[src/rtl/fixed_point_arith_unit_if.sv]
// rtl/fixed_point_arith_unit_if.sv - start/busy/done request bus of the fixed-point arithmetic unit
interface fixed_point_arith_unit_if #(
  parameter int WIDTH = 32
);
  logic             start;
  logic [2:0]       operation;
  logic [WIDTH-1:0] operand_1;
  logic [WIDTH-1:0] operand_2;
  logic [WIDTH-1:0] result;
  logic             done;
  logic             busy;
  logic             overflow;
  logic             error;

  modport master (
    output start, operation, operand_1, operand_2,
    input  result, done, busy, overflow, error
  );

  modport slave (
    input  start, operation, operand_1, operand_2,
    output result, done, busy, overflow, error
  );
endinterface

[src/rtl/fixed_point_arith_unit.sv]
// rtl/fixed_point_arith_unit.sv - signed Q(WIDTH-FBITS).FBITS ADD/SUB/MUL/DIV/SQRT unit
// MUL, DIV and SQRT are radix-2 engines sharing one shift register and one accumulator.
module fixed_point_arith_unit #(
  parameter int WIDTH    = 32,
  parameter int FBITS    = 10,
  parameter bit SATURATE = 1'b1
) (
  input  logic                    clk,
  input  logic                    reset,
  fixed_point_arith_unit_if.slave bus
);
  localparam int DW = WIDTH + FBITS;
  localparam int HW = DW / 2;
  localparam int PW = 2 * WIDTH;
  localparam int CW = $clog2(DW + 1);

  localparam logic [2:0] OP_ADD  = 3'b000;
  localparam logic [2:0] OP_SUB  = 3'b001;
  localparam logic [2:0] OP_MUL  = 3'b010;
  localparam logic [2:0] OP_SQRT = 3'b011;
  localparam logic [2:0] OP_DIV  = 3'b100;

  localparam logic [WIDTH-1:0] MAX_V = {1'b0, {(WIDTH-1){1'b1}}};
  localparam logic [WIDTH-1:0] MIN_V = {1'b1, {(WIDTH-1){1'b0}}};

  typedef enum logic [1:0] {IDLE, ITER, FINAL} state_t;

  state_t           state_q, state_d;
  logic [2:0]       op_q, op_d;
  logic [WIDTH-1:0] opa_q, opa_d;
  logic [WIDTH-1:0] opb_q, opb_d;
  logic [DW-1:0]    sh_q, sh_d;
  logic [PW-1:0]    acc_q, acc_d;
  logic [HW-1:0]    root_q, root_d;
  logic [CW-1:0]    cnt_q, cnt_d;
  logic             bad_q, bad_d;
  logic [WIDTH-1:0] result_q, result_d;
  logic             done_q, done_d;
  logic             busy_q, busy_d;
  logic             ovf_q, ovf_d;
  logic             err_q, err_d;

  logic [WIDTH-1:0] mag_a, mag_b, rem_sub, wrap;
  logic [WIDTH:0]   rem_t, sum;
  logic [PW-1:0]    sq_t, trial, mag_r;
  logic             qbit, neg, big, add_ovf;

  // Magnitude kept unsigned so the most-negative value maps to 2^(WIDTH-1) exactly.
  function automatic logic [WIDTH-1:0] mag(input logic [WIDTH-1:0] v);
    return v[WIDTH-1] ? (~v + 1'b1) : v;
  endfunction

  always_comb begin
    state_d  = state_q;
    op_d     = op_q;
    opa_d    = opa_q;
    opb_d    = opb_q;
    sh_d     = sh_q;
    acc_d    = acc_q;
    root_d   = root_q;
    cnt_d    = cnt_q;
    bad_d    = bad_q;
    result_d = result_q;
    done_d   = 1'b0;
    busy_d   = busy_q;
    ovf_d    = ovf_q;
    err_d    = err_q;

    mag_a   = mag(opa_q);
    mag_b   = mag(opb_q);
    rem_t   = {acc_q[WIDTH-1:0], sh_q[DW-1]};
    qbit    = (rem_t >= {1'b0, mag_b});
    rem_sub = rem_t[WIDTH-1:0] - mag_b;
    sq_t    = {acc_q[PW-3:0], sh_q[DW-1:DW-2]};
    trial   = {{(PW-HW-2){1'b0}}, root_q, 2'b01};
    sum     = (op_q == OP_SUB) ? ({opa_q[WIDTH-1], opa_q} - {opb_q[WIDTH-1], opb_q})
                               : ({opa_q[WIDTH-1], opa_q} + {opb_q[WIDTH-1], opb_q});
    add_ovf = sum[WIDTH] ^ sum[WIDTH-1];
    neg     = (op_q != OP_SQRT) && (opa_q[WIDTH-1] ^ opb_q[WIDTH-1]);
    case (op_q)
      OP_MUL:  mag_r = acc_q >> FBITS;
      OP_DIV:  mag_r = PW'(sh_q);
      default: mag_r = PW'(root_q);
    endcase
    big  = neg ? (mag_r > PW'(MIN_V)) : (mag_r > PW'(MAX_V));
    wrap = neg ? (~mag_r[WIDTH-1:0] + 1'b1) : mag_r[WIDTH-1:0];

    case (state_q)
      IDLE: begin
        if (bus.start) begin
          busy_d  = 1'b1;
          op_d    = bus.operation;
          opa_d   = bus.operand_1;
          opb_d   = bus.operand_2;
          acc_d   = '0;
          root_d  = '0;
          sh_d    = '0;
          cnt_d   = '0;
          bad_d   = 1'b0;
          state_d = FINAL;
          case (bus.operation)
            OP_ADD, OP_SUB: bad_d = 1'b0;
            OP_MUL: begin
              sh_d    = DW'(mag(bus.operand_2)) << FBITS;
              cnt_d   = CW'(WIDTH);
              state_d = ITER;
            end
            OP_DIV: begin
              if (bus.operand_2 == '0) begin
                bad_d = 1'b1;
              end else begin
                sh_d    = DW'(mag(bus.operand_1)) << FBITS;
                cnt_d   = CW'(DW);
                state_d = ITER;
              end
            end
            OP_SQRT: begin
              if (bus.operand_1[WIDTH-1]) begin
                bad_d = 1'b1;
              end else begin
                sh_d    = DW'(bus.operand_1) << FBITS;
                cnt_d   = CW'(HW);
                state_d = ITER;
              end
            end
            default: bad_d = 1'b1;
          endcase
        end
      end
      ITER: begin
        cnt_d = cnt_q - 1'b1;
        if (cnt_q == CW'(1)) state_d = FINAL;
        case (op_q)
          OP_MUL: begin
            acc_d = (acc_q << 1) + ({PW{sh_q[DW-1]}} & PW'(mag_a));
            sh_d  = sh_q << 1;
          end
          OP_DIV: begin
            // Quotient bits shift in behind the dividend bits they replace.
            acc_d = PW'(qbit ? rem_sub : rem_t[WIDTH-1:0]);
            sh_d  = {sh_q[DW-2:0], qbit};
          end
          default: begin
            if (sq_t >= trial) begin
              acc_d  = sq_t - trial;
              root_d = {root_q[HW-2:0], 1'b1};
            end else begin
              acc_d  = sq_t;
              root_d = {root_q[HW-2:0], 1'b0};
            end
            sh_d = sh_q << 2;
          end
        endcase
      end
      FINAL: begin
        state_d = IDLE;
        busy_d  = 1'b0;
        done_d  = 1'b1;
        if (bad_q) begin
          err_d    = 1'b1;
          ovf_d    = 1'b0;
          result_d = (op_q == OP_DIV) ? (opa_q[WIDTH-1] ? MIN_V : MAX_V) : '0;
        end else if (op_q == OP_ADD || op_q == OP_SUB) begin
          err_d    = 1'b0;
          ovf_d    = add_ovf;
          result_d = (add_ovf && SATURATE) ? (sum[WIDTH] ? MIN_V : MAX_V) : sum[WIDTH-1:0];
        end else begin
          err_d    = 1'b0;
          ovf_d    = big;
          result_d = (big && SATURATE) ? (neg ? MIN_V : MAX_V) : wrap;
        end
      end
      default: state_d = IDLE;
    endcase
  end

  always_ff @(posedge clk) begin
    if (!reset) begin
      state_q  <= IDLE;
      op_q     <= '0;
      opa_q    <= '0;
      opb_q    <= '0;
      sh_q     <= '0;
      acc_q    <= '0;
      root_q   <= '0;
      cnt_q    <= '0;
      bad_q    <= 1'b0;
      result_q <= '0;
      done_q   <= 1'b0;
      busy_q   <= 1'b0;
      ovf_q    <= 1'b0;
      err_q    <= 1'b0;
    end else begin
      state_q  <= state_d;
      op_q     <= op_d;
      opa_q    <= opa_d;
      opb_q    <= opb_d;
      sh_q     <= sh_d;
      acc_q    <= acc_d;
      root_q   <= root_d;
      cnt_q    <= cnt_d;
      bad_q    <= bad_d;
      result_q <= result_d;
      done_q   <= done_d;
      busy_q   <= busy_d;
      ovf_q    <= ovf_d;
      err_q    <= err_d;
    end
  end

  assign bus.result   = result_q;
  assign bus.done     = done_q;
  assign bus.busy     = busy_q;
  assign bus.overflow = ovf_q;
  assign bus.error    = err_q;
endmodule

[src/flat_wrapper.sv]
// flat-port wrapper written by rule: the top's interface ports become plain ports
module fixed_point_arith_unit_flat 
#(
  parameter int WIDTH    = 32,
  parameter int FBITS    = 10,
  parameter bit SATURATE = 1'b1
)
  (clk, reset, bus_start, bus_operation, bus_operand_1, bus_operand_2, bus_result, bus_done, bus_busy, bus_overflow, bus_error);
  fixed_point_arith_unit_if #(.WIDTH(WIDTH)) bus_i ();
  input  logic clk;
  input  logic reset;
  input wire logic [$bits(bus_i.start)-1:0] bus_start;
  input wire logic [$bits(bus_i.operation)-1:0] bus_operation;
  input wire logic [$bits(bus_i.operand_1)-1:0] bus_operand_1;
  input wire logic [$bits(bus_i.operand_2)-1:0] bus_operand_2;
  output wire logic [$bits(bus_i.result)-1:0] bus_result;
  output wire logic [$bits(bus_i.done)-1:0] bus_done;
  output wire logic [$bits(bus_i.busy)-1:0] bus_busy;
  output wire logic [$bits(bus_i.overflow)-1:0] bus_overflow;
  output wire logic [$bits(bus_i.error)-1:0] bus_error;
  assign bus_i.start = bus_start;
  assign bus_i.operation = bus_operation;
  assign bus_i.operand_1 = bus_operand_1;
  assign bus_i.operand_2 = bus_operand_2;
  assign bus_result = bus_i.result;
  assign bus_done = bus_i.done;
  assign bus_busy = bus_i.busy;
  assign bus_overflow = bus_i.overflow;
  assign bus_error = bus_i.error;
  fixed_point_arith_unit #(.WIDTH(WIDTH), .FBITS(FBITS), .SATURATE(SATURATE)) u_core (.clk(clk), .reset(reset), .bus(bus_i));
endmodule
[config.mk]
export PLATFORM = sky130hd
export DESIGN_NAME = fixed_point_arith_unit_flat
export DESIGN_NICKNAME = d
export VERILOG_FILES = /design/src/rtl/fixed_point_arith_unit_if.sv /design/src/rtl/fixed_point_arith_unit.sv /design/src/flat_wrapper.sv
export SDC_FILE = /design/constraint.sdc
export NUM_CORES = 1
export LEC_CHECK = 0
export ABC_AREA = 1
export BUFFER_PORTS_ARGS = -buffer_cell sky130_fd_sc_hd__buf_4
export CAP_MARGIN = 30
export CORE_ASPECT_RATIO = 1.75
export CORE_UTILIZATION = 35
export DETAILED_ROUTE_END_ITERATION = 8
export SETUP_SLACK_MARGIN = 0.2
export SLEW_MARGIN = 15
export SYNTH_ARGS = -nofsm -noshare
export SYNTH_HDL_FRONTEND = slang
export SYNTH_SLANG_ARGS = --single-unit
[constraint.sdc]
create_clock -name clk -period 6.2 [get_ports clk]
set_input_delay 1.24 -clock clk [delete_from_list [all_inputs] [get_ports clk]]
set_output_delay 1.24 -clock clk [all_outputs]
set_load 0.02 [all_outputs]
Word level (Yosys, flattened, before mapping)
Index checks and enable logic that the tools add are counted.

word-level totals
  input bits = 70
  register bits = 239
  output and inout port bits = 36

operators by class
  add/subtract/negate cells = 11
  equality and inequality tests = 14
  bitwise gates (word level) = 8
  muxes and demuxes = 51
  reduce and logical (&&, ||, !) cells = 15
  order comparisons = 4

operators by type and width
  cell                                                                     count
  32-bit 2-to-1 mux                                                        14
  64-bit one-hot mux with 2 select lines                                   2
  42-bit one-hot mux with 2 select lines                                   2
  32-bit by 1-bit adder with 32-bit output (second input constant)         5
  32-bit NOT                                                               5
  64-bit 2-to-1 mux                                                        2
  42-bit one-hot mux with 3 select lines                                   1
  54-bit one-hot mux with 2 select lines                                   1
  42-bit 2-to-1 mux                                                        2
  64-bit adder                                                             1
  64-bit by 32-bit bitwise AND with 64-bit output                          1
  64-bit by 23-bit >= comparator with 1-bit output                         1
  64-bit by 23-bit subtractor with 64-bit output                           1
  54-bit by 31-bit > comparator with 1-bit output (second input constant)  1
  54-bit by 32-bit > comparator with 1-bit output (second input constant)  1
  21-bit 2-to-1 mux                                                        2
  21-bit one-hot mux with 2 select lines                                   1
  41-bit 2-to-1 mux                                                        1
  32-bit by 32-bit adder with 33-bit output                                1
  33-bit by 32-bit >= comparator with 1-bit output                         1
  33-bit 2-to-1 mux                                                        1
  32-bit by 32-bit subtractor with 33-bit output                           1
  32-bit logical NOT                                                       1
  32-bit subtractor                                                        1
  other kinds (30)                                                         53

Depth between registers and ports, before layout
Gate-level depths: netlist of the first run.

  depth after elaboration = 8
  depth in mapped cells = 33

Least setup slack after synthesis of the first run
OpenSTA, ideal clock, no wires.

  path kind = flip-flop to flip-flop
  from = register u_core.opb_q[1]
  to = register u_core.result_q[23], in the netlist u_core.bus.result[23]
  path slack = 2.228 ns
  path buffers = 1
  data arrival time = 3.840 ns
  required time = 6.068 ns
  setup time = 0.132 ns
  stages on the path, launching flop included = 31
  period minus slack after synthesis = 3.972 ns
  cells stage by stage = dfxtp_1 > inv_1 > nand3_1 > nor3_1 > nand2_1 > nor2_1 > nand4_1 > nor2_1 > nand2_1 > nor2_2 > inv_1 > nor2_1 > nand3_1 > o21ai_0 > nand2_1 > o21ai_0 > ha_1 > a21oi_1 > a21boi_0 > nand2_1 > nand2_1 > nand2_1 > a21oi_1 > nand3_1 > nand3_2 > nand2_1 > nand2_2 > buf_2 > nand3_1 > nand2_1 > a21oi_1

on the way
  longest elaborated chain between the ends = 6
  elaborated cells between the ends (all ways) = 8
  classes of those cells = 2 x add/sub; 5 x mux; 1 x bitwise

RTL lines
  item                                                                                                         line                                                         text
  start, declared                                                                                              fixed_point_arith_unit.sv:31                                 logic [WIDTH-1:0] opb_q, opb_d;
  start signal, assigned                                                                                       fixed_point_arith_unit.sv:197                                opb_q <= opb_d;
  32-bit by 32-bit adder with 33-bit output or 32-bit by 32-bit subtractor with 33-bit output (tied branches)  fixed_point_arith_unit.sv:77, fixed_point_arith_unit.sv:76
  33-bit 2-to-1 mux *                                                                                          fixed_point_arith_unit.sv:76                                 sum = (op_q == OP_SUB) ? ({opa_q[WIDTH-1], opa_q} - {opb_q[WIDTH-1], opb_q})
  32-bit 2-to-1 mux or 1-bit bitwise XOR (tied branches)                                                       fixed_point_arith_unit.sv:166, fixed_point_arith_unit.sv:78
  32-bit 2-to-1 mux *                                                                                          fixed_point_arith_unit.sv:166                                result_d = (add_ovf && SATURATE) ? (sum[WIDTH] ? MIN_V : MAX_V) : sum[WIDTH-1:0];
  32-bit 2-to-1 mux *                                                                                          fixed_point_arith_unit.sv:163                                end else if (op_q == OP_ADD || op_q == OP_SUB) begin
  32-bit 2-to-1 mux *                                                                                          fixed_point_arith_unit.sv:159                                if (bad_q) begin
  end signal, assigned                                                                                         fixed_point_arith_unit.sv:203                                result_q <= result_d;
  end, declared                                                                                                fixed_point_arith_unit.sv:37                                 logic [WIDTH-1:0] result_q, result_d;

Every way passes the cells marked *; elsewhere a longest branch is shown, timed or not.
A chain may end at the register's enable or synchronous reset.

Worst setup path after layout of the first run
  from = register u_core.opa_q[1]
  to = register u_core.acc_q[23]

on the way
  longest elaborated chain between the ends = 7

RTL lines
  item                                               line                           text
  start, declared                                    fixed_point_arith_unit.sv:30   logic [WIDTH-1:0] opa_q, opa_d;
  start signal, assigned                             fixed_point_arith_unit.sv:196  opa_q <= opa_d;
  32-bit NOT                                         fixed_point_arith_unit.sv:50   return v[WIDTH-1] ? (~v + 1'b1) : v;
  32-bit by 1-bit adder with 32-bit output           fixed_point_arith_unit.sv:50
  32-bit 2-to-1 mux *                                fixed_point_arith_unit.sv:50
  64-bit by 32-bit bitwise AND with 64-bit output *  fixed_point_arith_unit.sv:135  acc_d = (acc_q << 1) + ({PW{sh_q[DW-1]}} & PW'(mag_a));
  64-bit adder *                                     fixed_point_arith_unit.sv:135
  64-bit one-hot mux with 2 select lines *           fixed_point_arith_unit.sv:133  case (op_q)
  64-bit one-hot mux with 2 select lines *           fixed_point_arith_unit.sv:88   case (state_q)
  end signal, assigned                               fixed_point_arith_unit.sv:184  acc_q <= '0;
  end signal, assigned                               fixed_point_arith_unit.sv:199  acc_q <= acc_d;
  end, declared                                      fixed_point_arith_unit.sv:33   logic [PW-1:0] acc_q, acc_d;

Marks and branches as above.

==> flow_summary.toml, run 1 <==
[hold_path]
hold_depth = 2
min_to = "u_core.bus.busy"
min_path_type = "reg2reg"
hp-start = "u_core.bus.busy"

[setup_path]
r2r_slack_ns = 0.68
worst-path-buf-inv = 5
cp_top_family = "compound AO/OA/AOI/OAI gates"
critPathKind = "reg2reg"
start_kind = "flop"
crit_arrival_ns = 6.07
max_stage_delay_ns = 0.86
slowest_stage = "o21ai_0"
worstReg2RegEnd = "u_core.acc_q[23]"
worstPathRequired_ns = 6.75
reg2reg_from = "u_core.opa_q[1]"
crit_fanout = 5
worstRegToRegCells = 25
worstSetupEndpointType = "flop"

[clock_tree]
postCtsHoldBufs = 0
ctsLongestPathBuffers = 3
cts.sinks = 239
h-tree-depth = 1
cts_root_buf = "clkbuf_16"
postCtsSetupRepairBufs = 0
insertion_delay_ns = 0.63
cts_tree = "done"
ctsResizeCount = 0
cts_made_buffers = 29
clkTransAtPathRegs_ns = 0.07

[yosys]
netlist_top_cells_count = "nand2_1, inv_1, nor2_1"
synth_flop_cell = "dfxtp_1"
ys_ff_latch = 239
synth.yosys.seq_area_share = 0.169
syn_nets = 5370
syn_avg_cell_area_um2 = 5.48
async_reset_ff_frac = 0
synth_top_area_cell = "nand2_1"
synth_most_common_cell = "nand2_1"
synthTopCellsByArea = "nand2_1, dfxtp_1, nand3_1"
yosysWarnings = 0
synth_edf_count = 0
postSynthCellCount = 5170
ys_types = 54
syn_area_um2 = 28400
netlist.area_leader.share = 0.182

[timing]
setup_tns_ns = 0
fin_crit_sh = 0.891
maxSlewHeadroom = 0.255
worst_slew_pin_slew_ns = 1.11
finClkSkew_ns = 0.0195
maxSlewViolCount = 0
min_period_ns = 5.52
hold_viol_final = 0
setup_viol = 0
max_freq_ghz = 0.181
rsz0062_at_grt = "no"

[placed_design]
place.gp.congestion = 1.13
dpl_cell_area_um2 = 30100
dp_hpwl_mm = 136
portBuffers = 105
dp_cells = 6167

[layout]
final_core_util = 0.391
instances_no_fill = 6235
regArea_um2 = 4780
fillers = 9321
fin_area_um2 = 31200
areaGrowthSynthToFinish_pct = 10.0
nNetsFinal = 5362
multi_input_area_um2 = 20300
drive_gt1_frac = 0.0571

[power]
p_comb_frac = 0.704
worst_ir_drop_vdd_v = 0.000476
power.share.switching = 0.604
p_leak_nw = 15.1
power_switching_w = 0.00808
p_seq_frac = 0.156
power_density_nw_per_um2 = 429
p_clk_frac = 0.140
internal-power_w = 0.00531

[detailed_routing]
ant_nets = 0
wirelength_mm = 172
num_vias = 36500
viasPerCell = 5.86
wl_per_cell_um = 27.6
drt_iter0_drc = 3408
post-route-drc-count = 0
drt_pass1_iterations = 8

[global_route]
antenna_found_initial = 16
grt_pass1_vias = 35800
grt_pass1_wl_mm = 246
grt_usage = 0.416
grt_max_degree = 112
grt.overflow.total = 0

[floorplan]
dieArea_um2 = 82200
initial_core_util = 0.355
die_w_um = 217
num_rows = 137
coreArea_um2 = 79900
io_pins = 106
die_h_um = 379

[job]
drv_cap = 0

[status]
outcome = "finished, final reports clean"
[how the worst max path moves through the flow]
| stage | from | end | cells past startpoint |
|---|---|---|---|
| CTS | u_core.opb_q[1] | u_core.bus.result[6] | 29 |
| global route | u_core.opb_q[1] | u_core.bus.result[12] | 29 |
| finish | u_core.opa_q[1] | u_core.acc_q[23] | 25 |
| detailed placement | u_core.opb_q[1] | u_core.bus.result[10] | 29 |
| floorplan | u_core.opb_q[1] | u_core.bus.result[23] | 30 |
| global placement | u_core.opb_q[1] | u_core.bus.result[10] | 29 |
[flip-flops by register name, summed over array words and instances (netlist names)]
signal	count
u_core.bad_q	1
u_core.sh_q	42
u_core.opa_q	32
u_core.acc_q	64
u_core.bus.result	32
u_core.bus.overflow	1
u_core.bus.error	1
u_core.root_q	21
u_core.op_q	3
u_core.bus.done	1
u_core.cnt_q	6
u_core.state_q	2
u_core.opb_q	32
u_core.bus.busy	1
[layout make-up]
type | instances | share of cell area
timing repair buffer | 181 | 0.0445
sequential | 239 | 0.153
clock inverter | 17 | 0.00586
multi-input combinational | 4081 | 0.652
inverter | 630 | 0.0759
tap | 1042 | 0.0418
clock buffer | 36 | 0.0257
antenna | 9 | 0.000722
[worst register-to-register path, cell delays in order, from the launching register on]
cell and delay (ns):
dfxtp_1 0.36, inv_1 0.11, ha_1 0.19, nand3_1 0.11, nor3_1 0.30, nand3_1 0.22
inv_1 0.09, nand4_1 0.31, nand2_1 0.19, inv_1 0.09, nor2_1 0.20, o21ai_0 0.16
o21ai_0 0.17, a21oi_1 0.10, ha_1 0.48, nand2_1 0.14, nor2_1 0.13, inv_1 0.09
o21ai_0 0.33, o21bai_1 0.27, o21ai_0 0.12, o21ai_0 0.86, inv_1 0.15, nand2_1 0.11
nand2_1 0.05, a21oi_1 0.13
[metrics by stage]
step,setup WS (ns),power [W],hold WS (ns)
2_1_floorplan,2.23,0.00771,0.445
3_3_place_gp,1.01,0.0111,0.451
3_5_place_dp,0.916,0.0111,0.455
4_1_cts,0.894,0.0129,0.466
5_1_grt,0.208,0.0141,0.487
6_report,0.677,0.0134,0.466
[power groups by stage]
stage          logic [W]  registers, W  clock network, W
6_report         0.00942       0.00209           0.00188
5_1_grt           0.0101       0.00208           0.00194
4_1_cts          0.00900       0.00206           0.00188
3_5_place_dp     0.00896       0.00209                 0
3_3_place_gp     0.00898       0.00209                 0
2_1_floorplan    0.00577       0.00194                 0
[layer usage]
layer,GRT usage,share of wire,vias up
met5,0.000606,0.00016,-
met4,0.505,0.14,4
met2,0.701,0.47,1852
met1,0.383,0.32,16800
met3,0.0905,0.070,886
li1,-,-,17000
[cell families after synthesis]
kind of cell / Yosys count / share of synthesized area
xor gates and xnor gates: 133 / 0.0411
buffers and inverters: 850 / 0.116
and+or+nand+nor: 2809 / 0.423
AOI/OAI and AO/OA: 1008 / 0.193
adders and majority gates: 130 / 0.0582
muxes: 1 / 0.000353
DFF: 239 / 0.169
[cells in the final DEF (no fill, tap or decap), drive strengths merged, types with 101 or more instances in the layout]
cell type	count
nand3	521
nor3	101
ha	127
dfxtp	239
a21oi	435
nand2	1381
nand4	118
buf	177
o21ai	403
inv	625
nor2	596
Power figures use the tool's default switching activity.
==> run 2: changes to the inputs <==
CORE_UTILIZATION = 40   (was 35)
clock period = 5.1 ns   (was 6.2 ns; I/O delays follow)
==> run 2 against run 1 <==
Against the previous run:
- combinational power up 33%
- non-clock buffer count up 41
- sequential share of layout area down 0.20 points
- wire length up 0.73%
- cell area up 1.3%
==> flow_summary.toml, run 2 (synthesis results as in run 1) <==
[timing]
setup_tns_ns = 0
max_freq_ghz = 0.216
setup_viol = 0
rsz0062_at_grt = "yes"
finClkSkew_ns = 0.0287
finalWorstSetupSlack_ns = 0.461
maxSlewHeadroom = 0.219
fin_crit_sh = 0.910
maxSlewViolCount = 0
timing.hold.ws_ns = 0.470
min_period_ns = 4.64
hold_viol_final = 0
worst_slew_pin_slew_ns = 1.16

[clock_tree]
h-tree-depth = 1
ctsLongestPathBuffers = 3
cts_root_buf = "clkbuf_16"
clkTransAtPathRegs_ns = 0.07
insertion_delay_ns = 0.64
cts_made_buffers = 28
cts_tree = "done"
cts.sinks = 239

[placed_design]
dp_hpwl_mm = 134
portBuffers = 105
pre_cts_slack_ns = 0.289
place.gp.congestion = 1.10

[job]
drv_cap = 0

[layout]
nNetsFinal = 5402
regMostFlops = "u_core.acc_q"
final_cell_mix = "nand2_1, inv_1, nor2_1"
layout_commonest_cell = "nand2_1"
drive_gt1_frac = 0.0716
largestRegisters = "u_core.acc_q: 64 flops, u_core.sh_q: 42 flops"
areaGrowthSynthToFinish_pct = 11.5
largest_reg_flops = 64

[detailed_routing]
viasPerCell = 6.02
drt_iter0_drc = 3726
ant_nets = 0
num_vias = 37000
wirelength_mm = 173
wl_per_cell_um = 28.2
post-route-drc-count = 0
drt_pass1_iterations = 6

[floorplan]
initial_core_util = 0.406
die_h_um = 354
die_w_um = 203
coreArea_um2 = 69800
io_pins = 106
dieArea_um2 = 72000
num_rows = 128

[power]
power_density_nw_per_um2 = 547
power.share.switching = 0.610
internal-power_w = 0.00674
p_leak_nw = 15.4
p_seq_frac = 0.144
p_clk_frac = 0.134
worst_ir_drop_vdd_v = 0.000493
power_switching_w = 0.0105
p_comb_frac = 0.722

[setup_path]
critPathKind = "reg2reg"
crit_fanout = 37
worstPathRequired_ns = 5.59
worstRegToRegCells = 21
start_kind = "flop"
worstSetupEndpointType = "flop"
crit_arrival_ns = 5.13

[global_route]
antenna_found_initial = 18
grt_max_degree = 98
grt.overflow.total = 0
grt_usage = 0.477
grt_pass1_wl_mm = 246
grt_pass1_vias = 35200

[hold_path]
min_path_type = "reg2reg"
hold_depth = 2

[status]
outcome = "finished, final reports clean"
-- run 2: routing by layer --
layer  track usage  share of wire
met1         0.446           0.31
met2         0.774           0.45
met3         0.131          0.082
met4         0.578           0.15
met5             0        0.00065
-- run 2: metrics by stage --
step	cell area (µm²)	util	std cells	total power, W
after floorplan	28400	-	5170	0.00937
after global placement	30300	0.433	6067	0.0139
after detailed placement	30300	0.433	6068	0.0139
after CTS	31200	0.447	6118	0.0162
after global routing	31600	0.453	6135	0.0180
final	31600	0.453	6140	0.0173
-- run 2: power by group through the flow --
stage          Combinational (W)  Clock (W)  Sequential (W)
2_1_floorplan            0.00701          0         0.00236
3_3_place_gp              0.0114          0         0.00249
3_5_place_dp              0.0114          0         0.00249
4_1_cts                   0.0115    0.00231         0.00245
5_1_grt                   0.0131    0.00239         0.00249
6_report                  0.0125    0.00232         0.00249
-- run 2: layout make-up --
cell class | instances | area (µm²)
Fill cell | 7982 | 38200
Timing Repair Buffer | 222 | 1780
Inverter | 630 | 2370
Sequential cell | 239 | 4780
Antenna cell | 8 | 20.0
Clock inverter | 13 | 199
Multi-Input combinational cell | 4081 | 20500
Tap cell | 910 | 1140
Clock buffer | 37 | 786
-- run 2: timing repair --
item / in CTS / in global routing
hold buffers: 0 / 0
gates resized for setup: 0 / 59
endpoints found under the setup margin: 0 / 96
setup buffers: 0 / 6
-- run 2: path summary, 6_finish.rpt --
path	startpoint	to	slack, ns
worst min-delay path	u_core.acc_q[63]	u_core.acc_q[63]	0.47
worst max-delay path	u_core.op_q[2]	u_core.bus.result[17]	0.46
worst min register to register	u_core.acc_q[63]	u_core.acc_q[63]	0.47
worst max register to register	u_core.op_q[2]	u_core.bus.result[17]	0.46
-- run 2: critical path: stages (launching register included) --
cell,delay [ns]
dfxtp_1,0.32
nor2_2,0.13
inv_1,0.08
nor2_2,0.38
inv_2,0.37
o21ai_0,0.71
ha_1,0.46
a21oi_1,0.40
o21ai_0,0.19
a21oi_1,0.16
nand2_1,0.19
nand2_1,0.17
nand2_1,0.09
nand2_1,0.07
nand2_1,0.07
nand3_2,0.09
nand2_1,0.08
nand2_2,0.10
buf_12,0.17
nand3_1,0.09
nand2_1,0.09
a21oi_1,0.06
